==> src/rtl/lu_pkg.sv <==
// Shared definitions for the logic unit and its bit-serial sequencer:
// opcode constants, sequencer state encoding and default datapath width.
package lu_pkg;

   localparam int LU_WIDTH_DEFAULT = 8;

   localparam logic [2:0] LUOP_AND  = 3'd0;
   localparam logic [2:0] LUOP_OR   = 3'd1;
   localparam logic [2:0] LUOP_XOR  = 3'd2;
   localparam logic [2:0] LUOP_NAND = 3'd3;
   localparam logic [2:0] LUOP_NOR  = 3'd4;
   localparam logic [2:0] LUOP_XNOR = 3'd5;
   localparam logic [2:0] LUOP_PASA = 3'd6;
   localparam logic [2:0] LUOP_NOTA = 3'd7;

   typedef enum logic [1:0] {
      ST_IDLE = 2'd0,
      ST_RUN  = 2'd1,
      ST_DONE = 2'd2
   } lu_state_t;

endpackage

==> src/rtl/lu.sv <==
// Single-bit combinational logic unit; one opcode selects one of eight
// two-input boolean functions of a and b.
module lu
   import lu_pkg::*;
(
   input  logic       a,
   input  logic       b,
   input  logic [2:0] luop,
   output logic       y
);

   always_comb begin
      y = 1'b0;
      case (luop)
         LUOP_AND:  y = a & b;
         LUOP_OR:   y = a | b;
         LUOP_XOR:  y = a ^ b;
         LUOP_NAND: y = ~(a & b);
         LUOP_NOR:  y = ~(a | b);
         LUOP_XNOR: y = ~(a ^ b);
         LUOP_PASA: y = a;
         LUOP_NOTA: y = ~a;
         default:   y = 1'b0;
      endcase
   end

endmodule

==> src/rtl/lu_sequencer.sv <==
// Bit-serial sequencer: feeds operands LSB-first through one LU bit and
// assembles the result by shifting LU output in from the MSB side.
module lu_sequencer
   import lu_pkg::*;
#(
   parameter int WIDTH = LU_WIDTH_DEFAULT
)
(
   input  logic             clk,
   input  logic             rst_n,
   input  logic             start,
   input  logic [WIDTH-1:0] op_a,
   input  logic [WIDTH-1:0] op_b,
   input  logic [2:0]       luop,
   output logic             busy,
   output logic             done,
   output logic [WIDTH-1:0] result
);

   localparam int CW = $clog2(WIDTH);
   localparam logic [CW-1:0] CNT_LAST = CW'(WIDTH - 1);

   lu_state_t        state_reg, state_next;
   logic [WIDTH-1:0] a_sh_reg;
   logic [WIDTH-1:0] b_sh_reg;
   logic [WIDTH-1:0] result_reg;
   logic [2:0]       luop_reg;
   logic [CW-1:0]    cnt_reg;
   logic             accept;
   logic             lu_y;

   lu u_lu (
      .a    (a_sh_reg[0]),
      .b    (b_sh_reg[0]),
      .luop (luop_reg),
      .y    (lu_y)
   );

   always_comb begin
      state_next = state_reg;
      accept     = 1'b0;
      case (state_reg)
         ST_IDLE: begin
            if (start) begin
               accept     = 1'b1;
               state_next = ST_RUN;
            end
         end
         ST_RUN: begin
            if (cnt_reg == CNT_LAST) begin
               state_next = ST_DONE;
            end
         end
         ST_DONE: state_next = ST_IDLE;
         default: state_next = ST_IDLE;
      endcase
   end

   always_ff @(posedge clk) begin
      if (!rst_n) begin
         state_reg <= ST_IDLE;
      end else begin
         state_reg <= state_next;
      end
   end

   // The last RUN edge shifts in the MSB, so result is complete on entry to DONE.
   always_ff @(posedge clk) begin
      if (!rst_n) begin
         a_sh_reg   <= '0;
         b_sh_reg   <= '0;
         luop_reg   <= '0;
         cnt_reg    <= '0;
         result_reg <= '0;
      end else if (accept) begin
         a_sh_reg   <= op_a;
         b_sh_reg   <= op_b;
         luop_reg   <= luop;
         cnt_reg    <= '0;
         result_reg <= '0;
      end else if (state_reg == ST_RUN) begin
         a_sh_reg   <= {1'b0, a_sh_reg[WIDTH-1:1]};
         b_sh_reg   <= {1'b0, b_sh_reg[WIDTH-1:1]};
         result_reg <= {lu_y, result_reg[WIDTH-1:1]};
         cnt_reg    <= cnt_reg + CW'(1);
      end
   end

   assign busy   = (state_reg == ST_RUN);
   assign done   = (state_reg == ST_DONE);
   assign result = result_reg;

endmodule

==> config.mk <==
export PLATFORM = sky130hd
export DESIGN_NAME = lu_sequencer
export DESIGN_NICKNAME = d
export VERILOG_FILES = /design/src/rtl/lu_pkg.sv /design/src/rtl/lu.sv /design/src/rtl/lu_sequencer.sv
export SDC_FILE = /design/constraint.sdc
export NUM_CORES = 1
export LEC_CHECK = 0
export CAP_MARGIN = 20
export CORE_MARGIN = 2
export CORE_UTILIZATION = 30
export DETAILED_ROUTE_END_ITERATION = 6
export HOLD_SLACK_MARGIN = 0.02
export PLACE_DENSITY = 0.54
export SKIP_CTS_REPAIR_TIMING = 1
export SYNTH_ARGS = -nofsm -noshare
export SYNTH_HDL_FRONTEND = slang
export SYNTH_SLANG_ARGS = --single-unit
==> constraint.sdc <==
create_clock -name clk -period 1.6 [get_ports clk]
set_clock_uncertainty 0.05 [all_clocks]
set_input_delay 0.32 -clock clk [delete_from_list [all_inputs] [get_ports clk]]
set_output_delay 0.32 -clock clk [all_outputs]
set_load 0.005 [all_outputs]
==> results of run 1 <==
==> through the flow <==
stage                     power [mW]  cell area [um^2]   util
after floorplan                 1.00              1370      -
after global placement          1.12              1820  0.415
after detailed placement        1.13              1820  0.415
after CTS                       1.77              1910  0.436
after global routing            1.84              1930  0.440
final                           1.74              1930  0.440
==> tightest hold or removal path, cell delays in order (launching register included) <==
cell and delay, ps:
dfxtp_1 310, nand2_1 50, a21boi_1 50
==> per-layer routing <==
layer | GRT usage | part of all wire | vias up
li1 | - | - | 610
met1 | 0.148 | 0.43 | 567
met2 | 0.235 | 0.50 | 29
met3 | 0.0394 | 0.045 | 7
met4 | 0.0755 | 0.017 | 0
met5 | 0 | 0 | -
==> synth_stat cells (all sizes together) <==
cell type	number
nor2	1
inv	3
clkbuf	4
o21ai	1
mux4	1
a21oi	9
o21bai	1
o311ai	1
nand3	3
and3	1
nand2	41
buf	4
xnor2	1
nand2b	1
a22oi	14
or3b	1
and2	2
o31ai	1
a21boi	19
mux2	2
dfxtp	32
ha	4
nor2b	1
nor3b	2
==> worst paths after layout <==
kind / to / slack (ps) / depth (start not counted)
setup / recovery: result[6] / 60 / 1
hold / removal: b_sh_reg[5] / 410 / 2
setup reg to reg: result[7] / 90 / 5
hold reg to reg: b_sh_reg[5] / 410 / 2
==> cells by family (layout without fill, tap and decap cells) <==
kind of cell / after synthesis / in the layout / synth area share
DFF: 32 / 32 / 0.467
buffers and inverters: 11 / 55 / 0.0374
and+or+nand+nor: 53 / 53 / 0.180
adders and majority gates: 4 / 4 / 0.0365
muxes: 3 / 3 / 0.0328
AOI/OAI and AO/OA: 46 / 46 / 0.241
xor gates and xnor gates: 1 / 1 / 0.00638
==> power by group through the flow <==
stage	registers, mW	logic [mW]	clock network, mW
finish	0.857	0.255	0.629
global placement	0.873	0.244	0
CTS	0.857	0.253	0.657
floorplan	0.871	0.129	0
detailed placement	0.875	0.251	0
global route	0.862	0.283	0.692
==> cell type report <==
cell class,count,area (um^2),share of cell area
repair buffers,44,425,0.220
well taps,52,65.1,0.0337
inverters,3,11.3,0.00583
multi-input cells,107,696,0.360
clock buffers,8,90.1,0.0467
flip-flops and latches,32,643,0.333
==> run summary, run 1 <==
Syn Inst Count = 150
RePlAce Congestion = 0.783
Setup TNS = 0 ps
Clock Path Buffers = 2
Dpl cells = 238
Flop pwr share = 0.492
Fraction of layout cells with a size suffix above 1 = 0.170
Seq/Total Area, Yosys = 0.467
Skew-Pair Late Insertion Delay = 280 ps
Worst setup EP type = primary output
R2R Path Start = a_sh_reg[0]
Synthesized net count = 176
CP Max Fanout = 3
Largest cells by area after synthesis = dfxtp_1 (47%), nand2_1 (11%), a21boi_0 (9.8%)
Die width = 71.6 um
Core Area = 4380 um^2
Inserted Clock Buffers = 5
Synth cell types = 30
Yosys warnings = 0
CTS Root Cell = clkbuf_8
Pre-CTS setup slack = -172 ps
Status = completed
Max-cap viol count = 0
Via density = 4.93
Total wire length = 3080 um
Routed len/inst = 12.5 um
Ant diodes = 0
Max rail drop VDD = 0.452 mV
RSZ-0062 raised after global routing = false
Initial Util = 0.313
Clock transition at path regs = 60 ps
Area Growth Syn to Fin = 40.7%
Largest delay share family, worst path = buffers and inverters
Critical path origin = result[6]
Crit path cell chain = clkdlybuf4s50_1
Routed via count = 1213
Critical path arrival = 1170 ps
ANT nets after route = 0
Pwr dens = 902 nW/um^2
Die H = 71.6 um
Hold crit path type = flip-flop to flip-flop
FILL cells = 431
Final setup violating endpoints = 0
Worst Tran Pin Value = 335 ps
Vias in the first global route = 1201
Initial DRC Count = 51
# nets final = 219
CTS tree = done
Setup ws final = 63.7 ps
Internal power = 1.33 mW
Final Hold Viols = 0
Crit path kind = flip-flop to primary output
Final Slew Violations = 0
Top Ports = 32
Commonest non-fill, non-tap cell in the layout = nand2_1
Min cycle time layout = 1540 ps
Row cnt = 24
Sw Ratio = 0.238
Yosys reg bits = 32
DR pass1 iterations = 4
Yosys top cell area share = 0.467
Slowest cell on crit path = clkdlybuf4s50_1
Dpl hpwl = 2280 um
GR Overflow Total = 0
Area leader, netlist = dfxtp_1
First-pass GRT wire length = 5410 um
Largest net degree at the start of global routing = 27
Clock Sinks = 32
Syn Area/Cell = 9.15 um^2
Hold slack = 412 ps
Clock network fraction of total power = 0.361
Post-Syn Area = 1370 um^2
CP Data Required Time = 1230 ps
Combinational Power Share = 0.146
Max incr delay on CP = 520 ps
I/O Buffers = 31
Most frequent cells in the layout = nand2_1 (40), dfxtp_1 (30), clkdlybuf4s50_1 (29)
Max-slew headroom = 0.776
Hold path start = b_sh_reg[5]
Buf+Inv Stages, Crit Path = 1
Cell Count, Final, Fillers Out = 246
GRT Util Overall = 0.136
Net Switching = 415 uW
Initial antenna violation count = 0
Pleak = 0.736 nW
Fmax = 0.651 GHz
CTS H-Tree Depth = 2
DRC violations left = 0
Critical path launch point type = flip-flop
Die Area = 5130 um^2
Fin crit share = 0.960
No activity file was read; power rests on OpenSTA's default activity.
==> run 2: changes to the inputs <==
Settings changed: CORE_UTILIZATION 30 to 46, CTS_BUF_LIST set to sky130_fd_sc_hd__clkbuf_8, PLACE_DENSITY 0.54 to 0.76, SETUP_SLACK_MARGIN set to 0.15.
==> run 2 against run 1 <==
The run now ends with design-rule violations left. Cell area is 0.65% lower. Via count is 1.3% lower. Maximum frequency rose by 2.0%. Setup slack better by 30 ps. Total power decreased by 1.8%. Critical endpoint is now result[7]. Clock power fell by 3.8%. Cell count fell by 9.8%. Wire length is 7.7% lower. Die area down 33%. Core utilization rose by 24 points.
==> run summary, run 2 (synthesis results as in run 1) <==
# nets final = 216
Fraction of layout cells with a size suffix above 1 = 0.188
Setup ws final = 93.9 ps
Max-slew headroom = 0.809
GR Overflow Total = 0
Largest delay share family, worst path = multiplexers
Initial antenna violation count = 0
Routed len/inst = 12.8 um
R2R Path Start = a_sh_reg[0]
Stages on worst setup path = 5
Clock Sinks = 32
I/O Buffers = 31
Dpl cells = 214
Critical path launch point type = flip-flop
Fin crit share = 0.941
Final Hold Viols = 0
Die width = 58.6 um
R2R Setup Slk = 90 ps
Largest net degree at the start of global routing = 27
ANT nets after route = 0
Max incr delay on CP = 440 ps
Overall power = 1.71 mW
Pre-CTS setup slack = -184 ps
Vias in the first global route = 1174
Cell Count, Final, Fillers Out = 222
Crit path cell chain = inv_1 -> ha_4 -> mux4_2 -> and2_4 -> o31ai_2
Pwr dens = 892 nW/um^2
CP Max Fanout = 2
Final setup violating endpoints = 0
Pleak = 0.882 nW
Area Growth Syn to Fin = 39.7%
Hold path start = result[6]
Worst hold stages = 2
CTS Root Cell = clkbuf_8
Die H = 58.6 um
Max-cap viol count = 0
FF-to-FF path depth = 5
Row cnt = 19
Clock transition at path regs = 60 ps
Fmax = 0.664 GHz
Critical path arrival = 1650 ps
Initial Util = 0.489
Core Area = 2810 um^2
Most frequent cells in the layout = nand2_1 (40), dfxtp_1 (25), clkdlybuf4s50_1 (21)
Skew-Pair Late Insertion Delay = 280 ps
Slowest cell on crit path = mux4_2
Hold crit path type = flip-flop to flip-flop
CTS H-Tree Depth = 2
Initial DRC Count = 37
Worst Tran Pin Value = 282 ps
First-pass GRT wire length = 4930 um
Min cycle time layout = 1510 ps
Via density = 5.39
Setup TNS = 0 ps
Area of the multi-input gates = 703 um^2
FILL cells = 240
Buf+Inv Stages, Crit Path = 1
Crit path kind = flip-flop to flip-flop
Routed via count = 1197
GRT Util Overall = 0.192
Status = finished with violations
Reg-to-reg critical path endpoint = result[7]
Final Slew Violations = 0
Failing checks = design-rule violations
Die Area = 3440 um^2
CP Data Required Time = 1750 ps
Ant diodes = 0
Dpl hpwl = 2160 um
Register Area = 652 um^2
RePlAce Congestion = 0.819
RSZ-0062 raised after global routing = true
Clock Path Buffers = 2
Worst setup EP type = flip-flop
DRC violations left = 1
CTS tree = done
Total wire length = 2850 um
Hold Path End = result[5]
DR pass1 iterations = 6
Top Ports = 32
Max rail drop VDD = 0.564 mV
Inserted Clock Buffers = 5
Commonest non-fill, non-tap cell in the layout = nand2_1
==> run 2: cell count changes in the layout (fill, tap and decap cells not counted), moves of 2 or more <==
cell / change
buf_4: -3
clkbuf_1: -2
clkdlybuf4s50_1: -8
dfxtp_1: -5
dfxtp_2: +4
dlymetal6s2s_1: +8
inv_1: +2
==> run 2: metrics by stage <==
step           area, um^2  hold slack (ps)   util
2_1_floorplan        1380              385      -
3_3_place_gp         1770              396  0.632
3_5_place_dp         1770              407  0.632
4_1_cts              1860              416  0.664
5_1_grt              1920              440  0.684
6_report             1920              412  0.684
==> run 2: worst reg2reg max path, cell delays in order (launching register included) <==
cell	delay, ps
dfxtp_2	320
inv_1	60
ha_4	230
mux4_2	440
and2_4	150
o31ai_2	170
==> run 2: report_power, final <==
group	leakage, nW	internal, mW	switching (mW)
combinational	0.564	0.141	0.108
sequential	0.265	0.833	0.0245
clock	0.0538	0.337	0.268
==> run 2: layer usage <==
| metal | vias up | routed length, um | track usage | part of all wire |
|---|---|---|---|---|
| met5 | - | 0 | 0 | 0 |
| met4 | 0 | 46 | 0.0682 | 0.016 |
| met3 | 6 | 167 | 0.0659 | 0.059 |
| met2 | 33 | 1530 | 0.339 | 0.54 |
| met1 | 557 | 1100 | 0.213 | 0.39 |
| li1 | 601 | - | - | - |
==> run 2: cell type report <==
| class | instances | area share |
|---|---|---|
| Multi-Input combinational cell | 107 | 0.367 |
| Tap cell | 31 | 0.0202 |
| Clock inverter | 2 | 0.00391 |
| Sequential cell | 32 | 0.340 |
| Inverter | 3 | 0.00587 |
| Timing Repair Buffer | 41 | 0.220 |
| Clock buffer | 6 | 0.0431 |
==> run 2: worst max-delay path by stage <==
stage,startpoint,slack (ps),end
detailed placement,start,-180,result[2]
floorplan,a_sh_reg[0],90,result[7]
CTS,state_reg[1],-190,busy
global route,a_sh_reg[0],20,result[7]
global placement,start,-140,cnt_reg[0]
finish,a_sh_reg[0],90,result[7]
==> run 3: changes to the inputs <==
Settings changed: HOLD_SLACK_MARGIN 0.02 to 0.15.
==> results of run 3 <==
The final DEF is identical to that of run 2; final timing and power are the same.
